$ cat src/rtl/memoria_pkg.sv
// memoria_pkg: shared definitions for the memory controller slice.
// Holds the FSM state encoding, the requester port ids, the default memory
// depth and the address range check used at acceptance time.
package memoria_pkg;

  typedef enum logic [1:0] {
    OCIOSO   = 2'd0,
    ESCRITA  = 2'd1,
    LEITURA  = 2'd2,
    RESPOSTA = 2'd3
  } estado_t;

  localparam logic PORTA_INST = 1'b0;
  localparam logic PORTA_DADO = 1'b1;

  localparam int unsigned PROFUNDIDADE_PADRAO = 512;

  // A word address is valid only when strictly below the memory depth.
  function automatic logic fora_de_faixa(input logic [31:0] ender,
                                         input int unsigned prof);
    return (ender >= prof);
  endfunction

endpackage

$ cat src/rtl/arbitro_memoria.sv
// arbitro_memoria: combinational grant selection between the instruction
// fetch port and the data port.
// Optional feature macro: ARB_ROUND_ROBIN_EN. When defined, a collision is
// resolved in favour of the port held in the pointer (the port not served
// last) and the next pointer value is produced here; when undefined the data
// port always wins.
module arbitro_memoria
  import memoria_pkg::*;
(
  input  logic inst_req_i,
  input  logic dado_req_i,
`ifdef ARB_ROUND_ROBIN_EN
  input  logic ptr_i,
  output logic ptr_d_o,
`endif
  output logic valido_o,
  output logic porta_o
);

  // Pick the port to serve; the pointer moves away from whoever is granted.
  always_comb begin
    valido_o = inst_req_i | dado_req_i;
    porta_o  = PORTA_DADO;
    if (inst_req_i && dado_req_i) begin
`ifdef ARB_ROUND_ROBIN_EN
      porta_o = ptr_i;
`else
      porta_o = PORTA_DADO;
`endif
    end else if (inst_req_i) begin
      porta_o = PORTA_INST;
    end
`ifdef ARB_ROUND_ROBIN_EN
    ptr_d_o = ptr_i;
    if (valido_o) begin
      ptr_d_o = ~porta_o;
    end
`endif
  end

endmodule

$ cat src/rtl/controlador_memoria.sv
// controlador_memoria: initiator side of the shared instruction/data memory.
// Arbitrates the instruction fetch port and the data port onto one memory
// interface, sequences each access with an FSM and returns a one-cycle
// completion pulse to the granted requester. All outputs are registered.
// Optional feature macro: ARB_ROUND_ROBIN_EN (round-robin collision
// resolution instead of fixed data-port priority).
module controlador_memoria
  import memoria_pkg::*;
#(
  parameter int unsigned PROFUNDIDADE = PROFUNDIDADE_PADRAO,
  parameter int unsigned LAT_LEITURA  = 1
) (
  input  logic        clock,
  input  logic        reset_n,
  input  logic        inst_req,
  input  logic [31:0] inst_end,
  output logic        inst_pronto,
  output logic [31:0] inst_dado,
  input  logic        dado_req,
  input  logic        dado_esc,
  input  logic [31:0] dado_end,
  input  logic [31:0] dado_wdata,
  output logic        dado_pronto,
  output logic [31:0] dado_rdata,
  output logic        erro,
  output logic [31:0] mem_endereco,
  output logic [31:0] mem_indata,
  output logic        mem_lerMem,
  output logic        mem_escMem,
  input  logic [31:0] mem_output,
  output logic        ocupado
);

  // The read strobe is held LAT_LEITURA cycles; the counter runs down to 0.
  localparam logic [3:0] CONT_INICIAL = 4'(LAT_LEITURA - 1);

  logic        valido_d;
  logic        porta_d;
  logic        esc_d;
  logic        fora_d;
  logic [31:0] end_d;
  logic [31:0] wdata_d;

  estado_t     estado_q;
  logic        porta_q;
  logic        falha_q;
  logic [3:0]  cont_q;
  logic        inst_pronto_q;
  logic        dado_pronto_q;
  logic        erro_q;
  logic        ocupado_q;
  logic        lerMem_q;
  logic        escMem_q;
  logic [31:0] mem_endereco_q;
  logic [31:0] mem_indata_q;
  logic [31:0] inst_dado_q;
  logic [31:0] dado_rdata_q;

`ifdef ARB_ROUND_ROBIN_EN
  logic ptr_q;
  logic ptr_d;
`endif

  arbitro_memoria u_arbitro (
    .inst_req_i (inst_req),
    .dado_req_i (dado_req),
`ifdef ARB_ROUND_ROBIN_EN
    .ptr_i      (ptr_q),
    .ptr_d_o    (ptr_d),
`endif
    .valido_o   (valido_d),
    .porta_o    (porta_d)
  );

  // Route the granted port's request fields; the fetch port never writes.
  always_comb begin
    end_d   = inst_end;
    wdata_d = '0;
    esc_d   = 1'b0;
    if (porta_d == PORTA_DADO) begin
      end_d   = dado_end;
      wdata_d = dado_wdata;
      esc_d   = dado_esc;
    end
    fora_d = fora_de_faixa(end_d, PROFUNDIDADE);
  end

  // Access sequencer: accept, strobe the memory, then pulse completion.
  always_ff @(posedge clock or negedge reset_n) begin
    if (!reset_n) begin
      estado_q       <= OCIOSO;
      porta_q        <= PORTA_DADO;
      falha_q        <= 1'b0;
      cont_q         <= '0;
      inst_pronto_q  <= 1'b0;
      dado_pronto_q  <= 1'b0;
      erro_q         <= 1'b0;
      ocupado_q      <= 1'b0;
      lerMem_q       <= 1'b0;
      escMem_q       <= 1'b0;
      mem_endereco_q <= '0;
      mem_indata_q   <= '0;
      inst_dado_q    <= '0;
      dado_rdata_q   <= '0;
`ifdef ARB_ROUND_ROBIN_EN
      ptr_q          <= PORTA_DADO;
`endif
    end else begin
      case (estado_q)
        OCIOSO: begin
          inst_pronto_q <= 1'b0;
          dado_pronto_q <= 1'b0;
          erro_q        <= 1'b0;
          if (valido_d) begin
            porta_q        <= porta_d;
            ocupado_q      <= 1'b1;
            mem_endereco_q <= end_d;
            mem_indata_q   <= wdata_d;
`ifdef ARB_ROUND_ROBIN_EN
            ptr_q          <= ptr_d;
`endif
            if (fora_d) begin
              falha_q  <= 1'b1;
              estado_q <= RESPOSTA;
              if (porta_d == PORTA_DADO) begin
                dado_rdata_q <= '0;
              end else begin
                inst_dado_q <= '0;
              end
            end else if (esc_d) begin
              falha_q  <= 1'b0;
              escMem_q <= 1'b1;
              estado_q <= ESCRITA;
            end else begin
              falha_q  <= 1'b0;
              lerMem_q <= 1'b1;
              cont_q   <= CONT_INICIAL;
              estado_q <= LEITURA;
            end
          end
        end
        ESCRITA: begin
          escMem_q <= 1'b0;
          estado_q <= RESPOSTA;
        end
        LEITURA: begin
          if (cont_q == 4'd0) begin
            lerMem_q <= 1'b0;
            estado_q <= RESPOSTA;
            if (porta_q == PORTA_DADO) begin
              dado_rdata_q <= mem_output;
            end else begin
              inst_dado_q <= mem_output;
            end
          end else begin
            cont_q <= cont_q - 4'd1;
          end
        end
        RESPOSTA: begin
          inst_pronto_q <= (porta_q == PORTA_INST);
          dado_pronto_q <= (porta_q == PORTA_DADO);
          erro_q        <= falha_q;
          ocupado_q     <= 1'b0;
          estado_q      <= OCIOSO;
        end
        default: begin
          estado_q <= OCIOSO;
        end
      endcase
    end
  end

  assign inst_pronto  = inst_pronto_q;
  assign inst_dado    = inst_dado_q;
  assign dado_pronto  = dado_pronto_q;
  assign dado_rdata   = dado_rdata_q;
  assign erro         = erro_q;
  assign mem_endereco = mem_endereco_q;
  assign mem_indata   = mem_indata_q;
  assign mem_lerMem   = lerMem_q;
  assign mem_escMem   = escMem_q;
  assign ocupado      = ocupado_q;

endmodule

$ cat config.mk
export PLATFORM = sky130hd
export DESIGN_NAME = controlador_memoria
export DESIGN_NICKNAME = d
export VERILOG_FILES = /design/src/rtl/memoria_pkg.sv /design/src/rtl/arbitro_memoria.sv /design/src/rtl/controlador_memoria.sv
export SDC_FILE = /design/constraint.sdc
export NUM_CORES = 1
export LEC_CHECK = 0
export CAP_MARGIN = 25
export CORE_MARGIN = 10
export CORE_UTILIZATION = 25
export DETAILED_ROUTE_END_ITERATION = 16
export GPL_ROUTABILITY_DRIVEN = 1
export GPL_TIMING_DRIVEN = 0
export HOLD_SLACK_MARGIN = 0.02
export PLACE_DENSITY = 0.57
export SYNTH_ARGS = -nofsm -noshare
export SYNTH_HDL_FRONTEND = slang
export SYNTH_SLANG_ARGS = --single-unit
$ cat constraint.sdc
create_clock -name clock -period 2.8 [get_ports clock]
set_input_delay 0.56 -clock clock [delete_from_list [all_inputs] [get_ports clock]]
set_output_delay 0.56 -clock clock [all_outputs]
set_load 0.02 [all_outputs]
==> results.cfg <==
[setup_path]
startpoint_type = input port
crit_fanout = 10
startpoint = dado_req
timing.rr.end = inst_dado[28]$_DFFE_PN0P_
end_kind = register
rrSetupSlack_ns = 0.23
crit_type = in2reg
crit-reg2reg-launch = estado_q[0]$_DFFE_PN0P_
reg2reg_depth = 9
worstPathRequired_ns = 3.09
arrival_ns = 2.89

[timing]
max_freq_mhz = 384.2
setup_viol = 0
worst_pin_slew_ns = 0.6358
slew_headroom_pct = 57.61
slew_violations = 0
setup_slack_ns = 0.1973
hold_viol = 0
min_period_ns = 2.603
min_period_over_period_pct = 92.96
setup_tns_ns = 0
rsz0062_at_grt = true
fin_worst_skew_ns = 0.01553
hold_slack_ns = 0.07710

[cells_and_area]
layout_commonest_cell = clkdlybuf4s50_1
final-instance-count-excl-fill = 1536
syn_to_final_growth_pct = 48.95
fin_nets = 1265
final_cell_mix = clkdlybuf4s50_1, nand2_1, dfrtp_1
drive_gt1_share_pct = 6.234

[floorplanning]
die_h_um = 196.6
start_util_pct = 25.43
die_w_um = 196.6
io-pin-count = 267
die_area_mm2 = 0.03866
rows = 64
core-area_mm2 = 0.03067

[clock_network]
cts_root_buffer = clkbuf_16
htreeDepth = 4
numCtsBuffers = 17
cts_resized = 0
post_cts_buffers = 0
cts_tree = yes
hold_buffers = 0
path_clk_slew_ns = 0.06
cts_sinks = 142
cts_buffer_depth = 2
clkLatencyLatePin_ns = 0.43

[power]
leakage_nw = 4.539
total_power_mw = 14.21
p_per_area_mw_per_mm2 = 1223
peakVddDrop_uv = 502.7

[yosys]
synth-seq-cells = 142
synth_warnings = 0
synthArstFlopShare_pct = 100.0
synth_edf_count = 0
syn_inst = 840
synth_top_area_share_pct = 45.24
syn-mean-instance-area_um2 = 9.284
synth_top_cell_by_area = dfrtp_1
syn_nets = 979
yosysSeqAreaShare_pct = 45.58
synthFlopType = dfrtp_1
synth_area_mm2 = 0.007799
yosys-top-cells-area = dfrtp_1, nand2_1, o311ai_0
synth.distinct_cells = 48

[detailed_routing]
first_iter_violations = 616
drt_pre_antenna_iters = 5
avgViaCountPerCell = 5.294
wl_per_cell_um = 21.96
via_count = 8131
ant_nets = 0
drc = 0
wl_mm = 33.74

[global_route]
busiest_layer = met2
grt_usage_pct = 16.73
grt_max_degree = 73
grt_use_met3_pct = 5.940
first_global_vias = 8459
grt_antenna_before_repair = 1
grt_overflow = 0
grt_pass1_wl_mm = 51.07
grt_util_met1_pct = 20.17
use_met2_pct = 27.57

[placement]
gp_congestion = 0.8743
place_hpwl_mm = 25.97
io_buffers = 266
dp_slack_ns = -0.2637
dp.cells = 1503

[hold_path]
hp-class = in2async

[status]
status = finished, final reports clean

[flow_run]
max_cap_viol_count = 0
[final cells by class]
class / instances / area (um^2)
clock inverter: 14 / 183.9
timing repair buffer: 267 / 2695
tap: 396 / 495.5
buffer: 87 / 402.9
fill: 3130 / 19050
multi-input combinational: 602 / 3819
sequential: 142 / 3555
clock buffer: 18 / 429.2
antenna: 1 / 2.502
inverter: 9 / 33.78
[state kept, by name (all words and copies together) (netlist names)]
name	cells
porta_q	1
falha_q	1
inst_dado	32
estado_q	2
mem_indata	32
mem_escMem	1
erro	1
ocupado	1
cont_q	4
dado_pronto	1
mem_lerMem	1
dado_rdata	32
inst_pronto	1
mem_endereco	32
[through the flow]
| stage | instance area [um^2] | utilization [%] |
|---|---|---|
| 3_3_place_gp | 10960 | 35.73 |
| 6_report | 11620 | 37.88 |
| 3_5_place_dp | 10990 | 35.83 |
| 4_1_cts | 11600 | 37.83 |
| 5_1_grt | 11610 | 37.87 |
| 2_1_floorplan | 7799 | - |
[power by group]
group	switching [mW]	internal, mW	total, mW
clock network	1.02	1.42	2.44
registers	0.846	3.11	3.96
logic	4.38	3.43	7.81
[critical path, stage by stage]
cell and delay, ns:
clkdlybuf4s50_1 0.58, nand2b_1 0.13, buf_4 0.21, nand4_1 0.21, o22ai_4 0.31, buf_6 0.21
buf_6 0.17, buf_2 0.29, nand2_1 0.08, o311ai_0 0.11
[cell usage after synthesis, types with 2 or more instances]
cell and number:
and2_1 34, nand2b_1 7, mux2i_1 34, a31oi_1 3
ha_1 6, nand3_1 7, inv_1 8, a21oi_1 4
dfrtp_1 141, a221oi_1 31, o311ai_0 59, clkbuf_1 52
a311o_1 32, o311ai_1 7, o211ai_1 2, nor2_1 37
buf_4 6, nor3_1 35, nand2_1 168, buf_1 7
buf_6 4, o21ai_0 40, nand4_1 34, a22o_1 32
nor4_1 10, buf_2 18
[per-layer routing]
metal | part of all wire [%] | routed length [um]
met3 | 9.6 | 3224
met5 | 0 | 0
met1 | 41 | 13970
met4 | 1.7 | 578
met2 | 47 | 15960
[how the worst max path moves through the flow]
stage | to
after global placement | inst_dado[20]$_DFFE_PN0P_
after CTS | inst_dado[27]$_DFFE_PN0P_
after detailed placement | ocupado$_DFFE_PN0P_
after global routing | inst_dado[26]$_DFFE_PN0P_
final | inst_dado[28]$_DFFE_PN0P_
after floorplan | inst_dado[25]$_DFFE_PN0P_
[cells by family after synthesis]
| kind of cell | Yosys count | synth area share [%] |
|---|---|---|
| simple gates | 336 | 19.83 |
| compound gates | 225 | 23.54 |
| flops | 142 | 45.58 |
| buf+inv | 96 | 5.583 |
| mux | 35 | 4.508 |
| fa+ha+maj | 6 | 0.9626 |
Note: power is estimated with default switching activity, not from simulation.
==> edit 1: new RTL, same settings <==
Register the output `mem_indata` once more, cleared by the reset; this adds one clock of latency there. The other outputs are not delayed to match.
--- a/src/rtl/controlador_memoria.sv
+++ b/src/rtl/controlador_memoria.sv
@@ -176,7 +176,13 @@
   assign dado_rdata   = dado_rdata_q;
   assign erro         = erro_q;
   assign mem_endereco = mem_endereco_q;
-  assign mem_indata   = mem_indata_q;
+  always_ff @(posedge clock or negedge reset_n) begin
+    if (!reset_n) begin
+      mem_indata <= '0;
+    end else begin
+      mem_indata <= mem_indata_q;
+    end
+  end
   assign mem_lerMem   = lerMem_q;
   assign mem_escMem   = escMem_q;
   assign ocupado      = ocupado_q;
Behaviour: not the same (a bounded check fails within 4 cycles, from zero or initial values and one cycle with reset_n low).
==> edit 1 against the original RTL <==
- hold slack improved by 0.021 ns
- die area fell by 5.6%
- sequential cell count rose by 32
- cell count fell by 21%
- total power fell by 15%
- critical path depth fell by 2
- sequential power fell by 2%
- clock power rose by 4%
- area after synthesis fell by 6.2%
- setup slack got worse by 0.066 ns
- routed wire length fell by 30%
- clock skew rose by 0.0040 ns
- final area fell by 4.2%
- critical endpoint is now inst_dado[26]
- largest cell class is now flip-flops and latches
==> edit 1: results (changes against the original RTL) <==
Global routing
  – Met3 Track Usage GR: 5.38% (-0.56 points)
  – Met1 routing resource usage after global routing: 15.7% (-4.4 points)
  – Global routing usage on met2: 19.8% (-7.7 points)
  – Largest net degree at the start of global routing: 100 (+37%)
  – First-pass GRT wire length: 35500 µm (-30%)
  – Via count of the first global-routing pass: 5741 (-32%)
  – Overall Global Routing Usage: 12.7% (-4.1 points)

Detailed routing
  – Initial DRC Count: 157 (-75%)
  – Amount of wire on met3 after detailed routing: 2210 µm (-31%)
  – Router iterations before antenna repair: 4 (-1)
  – Post-detailed-routing wire length: 23500 µm (-30%)
  – Routed met2 length: 10800 µm (-32%)
  – DR top layer: met5
  – DR vias/cell: 4.41 (-17%)
  – Total routed wire length on the met1 layer: 10200 µm (-27%)

Final layout
  – Number of antenna repair diodes: 0 (-1)
  – Final-stage net count: 952 (-25%)
  – FILL cells: 2791 (-11%)
  – Layout cell share with drive strength beyond 1: 15.9% (+9.6 points)

Pwr
  – Static leakage power: 4.94 nW (+8.9%)
  – Peak supply drop: 353 µV (-30%)

Placement
  – DP Wirelength: 17600 µm (-32%)
  – Total placed instance area: 10500 µm² (-4.6%)
  – Placed Instances: 1178 (-22%)
  – Gpl congestion: 0.746 (-15%)
  – Setup slack at placement: -0.388 ns (-0.124 ns)

Synthesis
  – Most instantiated cells after synthesis: sky130_fd_sc_hd__dfrtp_1 (173), sky130_fd_sc_hd__mux2_4 (60), sky130_fd_sc_hd__nand2_1 (45)
  – Post-synthesis cell count: 527 (-37%)
  – Top cells by area in the synthesized netlist: sky130_fd_sc_hd__dfrtp_1 (59%), sky130_fd_sc_hd__mux2_4 (12%), sky130_fd_sc_hd__mux2i_1 (4.8%)
  – Async SR Flop Fraction: 100% (unchanged)
  – Total nets after synthesis: 666 (-32%)
  – Synth cell types: 41 (-15%)
  – Sequential-to-total area share from yosys stat: 59.6% (+14 points)

Worst setup path
  – Top delay family on crit path: simple AND/OR/NAND/NOR gates
  – R2r startpoint: cont_q[0]
  – Worst r2r dst: inst_dado[26]
  – Reg2Reg Setup Slack: 0.62 ns (+0.39 ns)
  – Start point of the critical path: dado_end[13]
  – Data arrival time of the worst path: 2.98 ns (+0.09 ns)
  – Biggest cell delay along the critical path: 0.44 ns (-0.14 ns)
  – Depth of the most critical reg-to-reg path: 9 (unchanged)

STA
  – Worst Hold Slack: 0.0980 ns (+0.0209 ns)
  – Final Hold Vio Count: 0 (unchanged)
  – Relative slew slack: 41.0% (-17 points)
  – Worst-case clock skew: 0.0195 ns (+0.00401 ns)

Status
  – Status: finished clean
## edit 1: cell count changes after synthesis, sizes merged, moves of 31 or more
cell	before	now
nand4	34	0
nor3	35	3
a32o	0	32
mux2	1	64
a311o	32	0
a221oi	31	0
dfrtp	141	173
nand2	168	45
o311ai	66	1
nor2	37	4
## edit 1: cell type report
class	count	area, µm²	share of cell area, %
repair buffers	267	2700	24.2
flip-flops and latches	174	4360	39.1
inverters	9	33.8	0.304
clock buffers	18	439	3.95
clock inverters	14	198	1.78
multi-input cells	310	2680	24.1
plain buffers	34	244	2.19
well taps	384	480	4.32
## edit 1: timing repair
| action | CTS | global route |
|---|---|---|
| gates resized for setup | 0 | 4 |
| setup endpoints to repair | 0 | 39 |
| hold endpoints to repair | 0 | 0 |
## edit 1: cells by family (layout without fill, tap and decap cells)
| group | after synthesis | in the layout | synth area share, % |
|---|---|---|---|
| buffers and inverters | 43 | 342 | 3.78 |
| flip-flops | 174 | 174 | 59.6 |
| AO/OA/AOI/OAI | 94 | 94 | 9.82 |
| multiplexers | 99 | 99 | 17.7 |
| adder cells (fa/ha/maj) | 6 | 6 | 1.03 |
| AND/OR/NAND/NOR | 111 | 111 | 8.08 |
## edit 1: worst max-delay path by stage
stage,slack [ns],cells past startpoint,endpoint
floorplan,0.36,6,dado_rdata[10]
global placement,-6.55,1,mem_endereco[8]
detailed placement,-0.39,8,inst_dado[9]
CTS,0.07,8,inst_dado[26]
global route,0.09,9,dado_rdata[21]
finish,0.13,8,inst_dado[26]
## edit 1: report_power, final
group          switching [mW]  total (mW)  leakage, nW  internal [mW]
combinational            2.83        5.63         2.38           2.80
clock                    1.22        2.54        0.303           1.32
sequential              0.443        3.90         2.26           3.46
total                    4.49        12.1         4.94           7.58
==> edit 2: new RTL, same settings <==
Without the edit above. The option `ARB_ROUND_ROBIN_EN` is turned on by a define.
--- a/src/rtl/arbitro_memoria.sv
+++ b/src/rtl/arbitro_memoria.sv
@@ -4,6 +4,8 @@
 // resolved in favour of the port held in the pointer (the port not served
 // last) and the next pointer value is produced here; when undefined the data
 // port always wins.
+`define ARB_ROUND_ROBIN_EN
+
 module arbitro_memoria
   import memoria_pkg::*;
 (
Function: changed (a bounded check fails within 4 cycles, from zero or initial values and one cycle with reset_n low).
==> edit 2 against the original RTL <==
- final area decreased by 13%
- die area decreased by 16%
- largest cell class is now flip-flops and latches
- routed wire length decreased by 32%
- setup slack got worse by 0.017 ns
- area after synthesis decreased by 18%
- sequential cell count increased by 1
- total power decreased by 18%
- clock skew decreased by 0.0028 ns
==> edit 2: results (changes against the original RTL) <==
Status
  – Status: finished clean

Clock network
  – Maximum clock path buffer count: 2 (unchanged)
  – Skew-Pair Late Insertion Delay: 0.43 ns (about the same)
  – Number of setup buffers added after CTS: 0 (unchanged)
  – Root Buffer Master: sky130_fd_sc_hd__clkbuf_16
  – H-tree levels: 4 (unchanged)
  – Number of clock buffers inserted by TritonCTS: 17 (unchanged)
  – Clock transition at path regs: 0.07 ns

Synthesis
  – Top cells by area in the synthesized netlist: sky130_fd_sc_hd__dfrtp_1 (55%), sky130_fd_sc_hd__mux2_4 (7.0%), sky130_fd_sc_hd__mux2_2 (5.6%)
  – Sequential-to-total area share from yosys stat: 55.9% (+10 points)
  – Total nets after synthesis: 637 (-35%)
  – Share of the synthesized area in compound gates (AO/OA/AOI/OAI): 11.2% (-12 points)
  – Most instantiated cells after synthesis: sky130_fd_sc_hd__dfrtp_1 (141), sky130_fd_sc_hd__nand2_1 (44), sky130_fd_sc_hd__o21ai_0 (38)
  – Yosys warning total: 0 (unchanged)
  – Multiplexer share of the synthesized area: 18.0% (+13 points)
  – Synth cell types: 49 (+2.1%)
  – Xor and xnor area share after synthesis: 0% (unchanged)
  – Async SR Flop Fraction: 100% (unchanged)
  – Post-Synth Adder-Cell Area: 1.17% (+0.21 points)

Final layout
  – Final-stage net count: 923 (-27%)
  – Layout cell share with drive strength beyond 1: 18.1% (+12 points)
  – Number of antenna repair diodes: 0 (-1)

Global routing
  – Antenna violations before repair: 0 (-1)
  – Overall Global Routing Usage: 13.7% (-3.0 points)
  – Via count of the first global-routing pass: 5573 (-34%)
  – Largest net degree at the start of global routing: 74 (+1.4%)
  – First-pass GRT wire length: 34800 µm (-32%)

Detailed routing
  – Router iterations before antenna repair: 4 (-1)
  – Total number of vias: 5027 (-38%)
  – Post-detailed-routing wire length: 22900 µm (-32%)
  – Initial DRC Count: 242 (-61%)

Pwr
  – Static leakage power: 4.47 nW (-1.4%)
  – Peak supply drop: 438 µV (-13%)

Placement
  – Setup slack at placement: -0.330 ns (-0.0666 ns)
  – Number of port buffers: 266 (unchanged)
  – Gpl congestion: 0.795 (-9.1%)
  – Total placed instance area: 9520 µm² (-13%)
  – DP Wirelength: 17700 µm (-32%)

Worst setup path
  – Crit Path Max Fanout: 10 (unchanged)
  – Depth of the most critical reg-to-reg path: 7 (-2)
  – Data arrival time of the worst path: 2.92 ns (+0.03 ns)

STA
  – Final Setup Violations: 0 (unchanged)
  – Relative slew slack: 60.7% (+3.1 points)
  – Worst-case clock skew: 0.0127 ns (-0.00279 ns)

Min path
  – Hold/Removal Path Class: in -> async
-- edit 2: cell types whose count changed in the layout (fill, tap and decap cells not counted), sizes merged, moves of 6 or more --
cell / delta
a221oi: -30
a311o: -31
buf: -23
clkbuf: -32
mux2: +63
nand2: -124
nand2b: -6
nand4: -32
nor2: -25
nor3: -31
o311ai: -66
-- edit 2: repair_timing --
action | in CTS | in global routing
endpoints found under the hold margin | 0 | 0
gates resized for setup | 0 | 1
setup endpoints to repair | 0 | 60
-- edit 2: critical path: stages --
cell                              delay, ns
sky130_fd_sc_hd__clkdlybuf4s50_1       0.47
sky130_fd_sc_hd__or4_4                 0.55
sky130_fd_sc_hd__nor4_4                0.36
sky130_fd_sc_hd__o211ai_2              0.20
sky130_fd_sc_hd__nand3_2               0.22
sky130_fd_sc_hd__buf_6                 0.21
sky130_fd_sc_hd__mux2_2                0.35
-- edit 2: where the power goes --
group / switching (mW) / internal, mW / total (mW)
clock network: 0.998 / 1.31 / 2.31
registers: 0.469 / 2.90 / 3.37
logic: 2.98 / 2.95 / 5.94
-- edit 2: per-stage QoR --
step | cells | hold slack, ns
global placement | 1094 | 0.461
CTS | 1127 | 0.112
floorplan | 498 | 0.264
detailed placement | 1095 | 0.470
global route | 1127 | 0.123
finish | 1127 | 0.0984
-- edit 2: kinds of logic after synthesis --
logic type                 after synthesis
muxes                                   96
DFF                                    143
AOI/OAI and AO/OA                       99
adders and majority gates                6
and+or+nand+nor                        116
buffers and inverters                   38
-- edit 2: final timing paths --
check	slack [ns]	end	start
max	0.18	inst_dado[8]	inst_end[29]
min	0.1	dado_rdata[6]	reset_n
max reg2reg	0.35	mem_indata[29]	estado_q[0]
min reg2reg	0.48	mem_endereco[29]	mem_endereco[29]
max in group asynchronous	1.86	porta_q	reset_n
min in group clock	0.48	mem_endereco[29]	mem_endereco[29]
-- edit 2: area by class of cell --
class                      count  area (µm²)
tap                          330         413
buffer                        30         211
fill                        2435       15100
multi-input combinational    317        2590
clock inverter                12         123
timing repair buffer         267        2700
sequential                   143        3580
clock buffer                  20         467
inverter                       8        30.0
-- edit 2: metal layers --
layer	routed length, µm	vias up	part of all wire, %	GRT usage (%)
met4	224	0	0.98	3.02
met5	0	-	0	0
met1	10000	2410	44	16.4
met2	10000	243	44	21.2
met3	2610	13	11	7.73
li1	-	2361	-	-
